## config.mk

```make
export PLATFORM = sky130hd
export DESIGN_NAME = mux_wd
export DESIGN_NICKNAME = d
export VERILOG_FILES = /design/src/rtl/mux_wd_pkg.sv /design/src/rtl/mux_wd_core.sv /design/src/rtl/mux_wd.sv
export SDC_FILE = /design/constraint.sdc
export NUM_CORES = 1
export LEC_CHECK = 0
export ABC_AREA = 0
export CORE_AREA = 2 2 88 90
export CTS_CLUSTER_DIAMETER = 200
export DETAILED_ROUTE_END_ITERATION = 10
export DIE_AREA = 0 0 90 92
export PLACE_DENSITY = 0.85
export RECOVER_POWER = 50
export SLEW_MARGIN = 10
export SYNTH_ARGS = -nofsm -noshare
export SYNTH_HDL_FRONTEND = slang
export SYNTH_HIERARCHICAL = 1
export SYNTH_SLANG_ARGS = --single-unit
```

## constraint.sdc

```tcl
create_clock -name clk -period 1.5 [get_ports clk]
set_input_delay 0.15 -clock clk [delete_from_list [all_inputs] [get_ports clk]]
set_output_delay 0.15 -clock clk [all_outputs]
set_load 0.01 [all_outputs]
```

## src/rtl/mux_wd_pkg.sv

```systemverilog
// Shared constants and types for the register-file write-data selector (mux_wd).
// Selector codes at or above WD_SEL_ILLEGAL_MIN are illegal and select zero.
package mux_wd_pkg;

  localparam int DATA_W = 32;
  localparam int SEL_W  = 3;

  localparam logic [2:0] WD_SEL_0           = 3'd0;
  localparam logic [2:0] WD_SEL_1           = 3'd1;
  localparam logic [2:0] WD_SEL_2           = 3'd2;
  localparam logic [2:0] WD_SEL_3           = 3'd3;
  localparam logic [2:0] WD_SEL_4           = 3'd4;
  localparam logic [2:0] WD_SEL_5           = 3'd5;
  localparam logic [2:0] WD_SEL_ILLEGAL_MIN = 3'd6;

  typedef logic [31:0] wd_word_t;

endpackage : mux_wd_pkg

```

## src/rtl/mux_wd_core.sv

```systemverilog
// Pure combinational 6:1 write-data select with a zero default and an
// illegal-code indication for selector values at or above N_IN.
module mux_wd_core #(
  parameter int DATA_W = 32,
  parameter int SEL_W  = 3,
  parameter int N_IN   = 6
) (
  input  logic [SEL_W-1:0]  selector_i,
  input  logic [DATA_W-1:0] data_0_i,
  input  logic [DATA_W-1:0] data_1_i,
  input  logic [DATA_W-1:0] data_2_i,
  input  logic [DATA_W-1:0] data_3_i,
  input  logic [DATA_W-1:0] data_4_i,
  input  logic [DATA_W-1:0] data_5_i,
  output logic [DATA_W-1:0] data_o,
  output logic              sel_illegal_o
);
  import mux_wd_pkg::*;

  // Unknown selector bits fall into the default arm, which drives zero.
  always_comb begin
    data_o        = {DATA_W{1'b0}};
    sel_illegal_o = 1'b0;
    case (selector_i)
      WD_SEL_0: data_o = data_0_i;
      WD_SEL_1: data_o = data_1_i;
      WD_SEL_2: data_o = data_2_i;
      WD_SEL_3: data_o = data_3_i;
      WD_SEL_4: data_o = data_4_i;
      WD_SEL_5: data_o = data_5_i;
      default: begin
        data_o        = {DATA_W{1'b0}};
        sel_illegal_o = (int'(selector_i) >= N_IN);
      end
    endcase
  end

endmodule : mux_wd_core

```

## src/rtl/mux_wd.sv

```systemverilog
// Register-file write-data selector: mux_wd_core plus a sticky illegal-select flag.
// Optional feature macro MUX_WD_REG_OUT_EN registers data_out (1-cycle latency).
module mux_wd #(
  parameter int DATA_W = mux_wd_pkg::DATA_W,
  parameter int SEL_W  = mux_wd_pkg::SEL_W,
  parameter int N_IN   = int'(mux_wd_pkg::WD_SEL_ILLEGAL_MIN)
) (
  input  logic              clk,
  input  logic              rst_n,
  input  logic [SEL_W-1:0]  selector,
  input  logic [DATA_W-1:0] data_0,
  input  logic [DATA_W-1:0] data_1,
  input  logic [DATA_W-1:0] data_2,
  input  logic [DATA_W-1:0] data_3,
  input  logic [DATA_W-1:0] data_4,
  input  logic [DATA_W-1:0] data_5,
  output logic [DATA_W-1:0] data_out,
  output logic              sel_err
);
  import mux_wd_pkg::*;

  logic [DATA_W-1:0] core_data_s;
  logic              sel_illegal_s;
  logic              sel_err_q;
  logic              sel_err_d;

  mux_wd_core #(
    .DATA_W (DATA_W),
    .SEL_W  (SEL_W),
    .N_IN   (N_IN)
  ) u_core (
    .selector_i    (selector),
    .data_0_i      (data_0),
    .data_1_i      (data_1),
    .data_2_i      (data_2),
    .data_3_i      (data_3),
    .data_4_i      (data_4),
    .data_5_i      (data_5),
    .data_o        (core_data_s),
    .sel_illegal_o (sel_illegal_s)
  );

  // Sticky: once set, only rst_n clears it.
  always_comb begin
    sel_err_d = sel_err_q | sel_illegal_s;
  end

  // Illegal-select flag register.
  always_ff @(posedge clk or negedge rst_n) begin
    if (!rst_n) begin
      sel_err_q <= 1'b0;
    end else begin
      sel_err_q <= sel_err_d;
    end
  end

  assign sel_err = sel_err_q;

`ifdef MUX_WD_REG_OUT_EN
  logic [DATA_W-1:0] data_out_q;
  logic [DATA_W-1:0] data_out_d;

  always_comb begin
    data_out_d = core_data_s;
  end

  // Output register; resets to zero.
  always_ff @(posedge clk or negedge rst_n) begin
    if (!rst_n) begin
      data_out_q <= {DATA_W{1'b0}};
    end else begin
      data_out_q <= data_out_d;
    end
  end

  assign data_out = data_out_q;
`else
  assign data_out = core_data_s;
`endif

endmodule : mux_wd

```

==> reports/metrics.yaml <==
status: "finished clean"
antenna_found_initial: 1
synth-seq-area-share_pct: 1.40
slew_viol_final: 0
fill_cells: 662
synth_edf_count: 0
grt_pass1_vias: 2984
ys.flop_type: "dfrtp_1"
final.min_clock_period_ns: 1.46
drtIter0Drc: 77
p_int_uw: 830
numPortBuffers: 229
path_class: "in2out"
cts_hold_buffers: 0
max_slew_margin_pct: 84.0
r2r_setup_slack_ns: 0.82
ys_ff_latch: 1
pwr-share-comb_pct: 97.8
pin_count: 230
grt_pass1_wl_mm: 14.5
insertion_delay_ns: 0
vias_per_cell: 4.95
final_cells: 568
finalCritPeriodShare_pct: 97.5
dp_hpwl_mm: 7.91
syn_to_final_growth_pct: 140
required_ns: 1.35
clkTransAtPathRegs_ns: 0
avgSynthCellArea_sq_um: 7.81
finClkSkew_ns: 0
nets: 664
syn_area_sq_um: 1790
coreArea_sq_um: 7450
die_y_um: 92
setup_violations: 0
rsz0062_at_grt: "true"
cp.arrival_ns: 1.31
worstReg2RegStart: "sel_err"
place_inst: 565
initial_core_util_pct: 24.0
drive_gt1_share_pct: 21.5
wire_per_inst_um: 16.7
cp-start-kind: "input port"
crit_fanout: 1
die-area_sq_um: 8280
dr.pass1.iters: 4
die_w_um: 90
reg2reg_depth: 1
holdCritPathClass: "in2async"
row_count: 32
syn_nets: 426
hold_viol_final: 0
hold_slack_ns: 0.367
tightest_slew_ns: 0.233
switching_power_uw: 432
wirelength_mm: 9.50
grt_max_degree: 39
largest_reg_flops: 1
synth_warnings: 6
netlist_instances: 229
seq_power_share_pct: 2.2
clockPowerShare_pct: 0
via_count: 2813
synthArstFlopShare_pct: 100
drc_errors: 0
grt_usage_pct: 21.5
antenna_left: 0
r2r-end: "sel_err"
end_kind: "output port"
gp_congestion: 0.772
swShare_pct: 34.2
p_per_area_nw_per_um2: 294
ys_types: 33
peakVddDrop_mv: 0.154
maxCapViolations: 0
cellLeakagePower_nw: 1.75
timing.fmax_mhz: 683
overflow: 0
-- cells in the mapped netlist, types with 5 or more instances --
| library cell | count | share of area (%) |
|---|---|---|
| mux2_4 | 5 | 4.2 |
| a22oi_1 | 7 | 2.9 |
| a21oi_1 | 10 | 2.8 |
| nor2_1 | 15 | 3.1 |
| o21ai_0 | 21 | 5.9 |
| a221o_1 | 12 | 6.7 |
| nand3_1 | 10 | 2.8 |
| buf_6 | 7 | 4.4 |
| mux2_2 | 24 | 15 |
| mux2i_1 | 37 | 21 |
| nand2_1 | 15 | 3.1 |
| buf_2 | 12 | 3.4 |
| a31oi_1 | 7 | 2.4 |
-- how the worst max path moves through the flow --
| stage | start | endpoint |
|---|---|---|
| after floorplan | selector[0] | data_out[12] |
| after global placement | selector[2] | data_out[9] |
| after detailed placement | selector[2] | data_out[5] |
| after CTS | data_2[3] | data_out[3] |
| after global routing | data_4[22] | data_out[22] |
| final | data_3[27] | data_out[27] |
-- metrics by stage --
step                      area (sq um)  setup TNS [ns]  utilization, %  setup WS [ns]  power (mW)
final                             4290               0            57.6         0.0368        1.26
after global routing              4290         -0.0416            57.6        -0.0222        1.35
after CTS                         4390         -0.0492            58.9        -0.0304        1.30
after detailed placement          4340           -8.67            58.2         -0.367        1.32
after global placement            4340           -8.35            58.2         -0.342        1.30
after floorplan                   1790               0               -          0.281       0.499
-- final cells by class --
type                    count  area, sq um  share of cell area, %
repair buffers            262         2500                   58.3
flip-flops and latches      1         25.0                  0.584
well taps                 102          128                   2.98
multi-input cells         200         1620                   37.9
diodes                      1         2.50                 0.0584
inverters                   2         7.51                  0.175
-- logic make-up after synthesis --
| logic type | Yosys count | synth area share (%) |
|---|---|---|
| compound gates | 78 | 31.4 |
| mux | 69 | 41.9 |
| simple gates | 53 | 14.8 |
| buf+inv | 28 | 10.5 |
| flops | 1 | 1.40 |
-- cells in the final DEF, fill, tap and decap left out, types with 6 or more instances in the layout --
cell type	synthesis	layout
clkbuf_2	0	7
clkdlybuf4s50_1	0	192
mux2_4	5	6
mux2_2	24	25
clkbuf_1	3	10
a221oi_2	4	6
o21ai_0	21	17
nand2_1	15	15
nor2_1	15	14
a221o_1	12	12
nand3_1	10	10
buf_4	4	23
o21ai_1	4	8
a21oi_1	10	10
buf_12	0	8
a31oi_1	7	7
buf_2	12	13
mux2i_1	37	37
-- power groups by stage --
stage | sequential [mW] | clock, mW | combinational (mW)
6_report | 0.0275 | 0.0000000894 | 1.23
5_1_grt | 0.0275 | 0.0000000893 | 1.32
4_1_cts | 0.0275 | 0 | 1.27
3_5_place_dp | 0.0275 | 0 | 1.29
3_3_place_gp | 0.0275 | 0 | 1.27
2_1_floorplan | 0.0275 | 0 | 0.472
-- repair_timing --
action,CTS,global route
gates resized for setup,91,41
buffers inserted,1,0
endpoints found under the setup margin,32,26
cloned,1,0
pin swaps,3,1
-- critical path, stage by stage --
cell and delay [ns]:
clkdlybuf4s50_1 0.40, mux2i_1 0.22, a211oi_2 0.11, a21o_1 0.16
dlygate4sd2_1 0.28
-- per-layer routing --
layer	wire [um]	up-vias	GRT usage, %	part of all wire (%)
li1	-	1367	-	-
met1	3310	1265	20.0	35
met2	4950	157	43.5	52
met3	900	24	6.00	9.5
met4	336	0	8.59	3.5
met5	0	-	0	0
No activity file was read; power rests on OpenSTA's default activity.
==> patch (same settings) <==
Put a register stage on the output `data_out`, cleared by the reset. The value now appears one clock later. The other outputs are not delayed to match. Comments in the files are not updated.
--- a/src/rtl/mux_wd.sv
+++ b/src/rtl/mux_wd.sv
@@ -76,5 +76,11 @@
   assign data_out = data_out_q;
 `else
-  assign data_out = core_data_s;
+  always_ff @(posedge clk or negedge rst_n) begin
+    if (!rst_n) begin
+      data_out <= '0;
+    end else begin
+      data_out <= core_data_s;
+    end
+  end
 `endif
 
Behaviour: not the same (a bounded check fails within 4 cycles, from zero or initial values and one cycle with rst_n low).
==> patch against the unedited design <==
- total power grew 150%
- area after synthesis is 45% higher
- clock skew is the same
- setup slack gained 0.080 ns
- fmax up 5.8%
- sequential cell count is 32 higher
- final area is 19% higher
- wire length up 7.6%
- largest cell class unchanged
==> patch: results (changes against the unedited design) <==
Final hold slack -> 0.3932 ns (was 0.3673 ns)
Leak Pwr -> 2.086 nW (was 1.749 nW)
CP max stage delay -> 0.44 ns (was 0.40 ns)
Max reg flops -> 32 (was 1)
Met1 wire length -> 3702 µm (was 3310 µm)
Crit path from -> selector[2] (was data_3[27])
Synth top cells by count -> mux2i_1 (37), dfrtp_1 (33), mux2_2 (24) (was mux2i_1 (37), mux2_2 (24), o21ai_0 (21))
Gpl congestion -> 0.8387 (was 0.7722)
M1 GR Usage -> 24.52% (was 19.98%)
Initial DRC Count -> 88 (was 77)
Top sig layer -> met4 (unchanged)
First-pass GRT wire length -> 15,350 µm (was 14,540 µm)
Clk buf depth -> 2
Status -> completed (unchanged)
Ranking of synthesized cells by area -> dfrtp_1 (32%), mux2i_1 (14%), mux2_2 (10%) (was mux2i_1 (21%), mux2_2 (15%), a221o_1 (6.7%))
Post-CTS sizing -> 0 (was 91)
Via count of the first global-routing pass -> 3,059 (was 2,984)
Cell at the slowest stage of the critical path -> clkbuf_4 (was clkdlybuf4s50_1)
Reg clk slew, reported paths -> 0.07 ns (was 0 ns)
Gr usage total -> 23.57% (was 21.45%)
Slew @ Worst Pin -> 0.5658 ns (was 0.2334 ns)
Postcts setup bufs -> 0 (was 1)
Share of cells above drive strength 1 -> 11.81% (was 21.51%)
Clock Skew -> 0 ns (unchanged)
Sequential fraction of the synthesis area -> 31.90% (was 1.400%)
# diodes -> 0 (was 1)
Antenna violations before repair -> 0 (was 1)
Routed WL -> 10,220 µm (was 9499 µm)
Vias post-DR -> 3,013 (was 2,813)
Area after DPL -> 0.005009 mm² (was 0.004335 mm²)
VDD IR max -> 342.6 µV (was 154.4 µV)
Syn Nets -> 458 (was 426)
HPWL Detailed -> 8324 µm (was 7914 µm)
Fill count -> 577 (was 662)
Max FO, Critical Path -> 26 (was 1)
WL met3 -> 980 µm (was 900 µm)
Routing usage on met3 -> 8.792% (was 5.998%)
Met2 WL -> 5319 µm (was 4951 µm)
Hold-fix buffers, CTS -> 1 (was 0)
Ys async rst share -> 100.0% (unchanged)
Met2 GRT Util -> 43.67% (was 43.48%)
Pin count of the biggest net entering global routing -> 27 (was 39)
Layout Nets -> 687 (was 664)
## patch: cell count changes in the layout (fill, tap and decap cells not counted), sizes merged, moves of 2 or more
cell	delta
buf	-32
clkbuf	-4
clkdlybuf4s50	+33
dfrtp	+32
dlygate4sd2	-2
## patch: worst max path at each step
stage | to | cells after the start
CTS | data_out[27] | 1
global placement | data_out[10] | 5
global route | data_out[2] | 5
detailed placement | data_out[10] | 5
floorplan | data_out[25] | 5
finish | data_out[2] | 5
## patch: stage by stage
stage | setup slack [ns] | std cells
3_5_place_dp | 0.04527 | 584
3_3_place_gp | 0.1197 | 584
6_report | 0.1172 | 593
4_1_cts | 0.1305 | 593
2_1_floorplan | 0.3802 | 261
5_1_grt | 0.06447 | 593
## patch: cells by family (layout without fill, tap and decap cells)
kind of cell           count (synthesis)  count (layout)  share of synthesized area (%)
AO/OA/AOI/OAI                         78              78                          21.65
buffers and inverters                 28             258                          7.250
flip-flops                            33              33                          31.90
multiplexers                          69              69                          28.95
AND/OR/NAND/NOR                       53              53                          10.25
## patch: power by group
| group | internal (mW) | total (mW) | switching (mW) |
|---|---|---|---|
| Sequential | 0.977 | 1.01 | 0.0302 |
| Clock | 0.542 | 0.867 | 0.325 |
| Combinational | 0.831 | 1.26 | 0.430 |
## patch: cell type report
cell class / instances / area, µm² / share of cell area, %
clock inverter: 1 / 30.03 / 0.5890
inverter: 2 / 7.507 / 0.1472
clock buffer: 7 / 86.33 / 1.693
multi-input combinational: 200 / 1562 / 30.63
timing repair buffer: 248 / 2460 / 48.25
sequential: 33 / 825.8 / 16.20
tap: 102 / 127.6 / 2.503
## patch: worst max-delay path: cells and delay by family
family,cells,cell delay (ns)
buffers and inverters,2,0.64
AO/OA/AOI/OAI,2,0.38
multiplexers,1,0.33
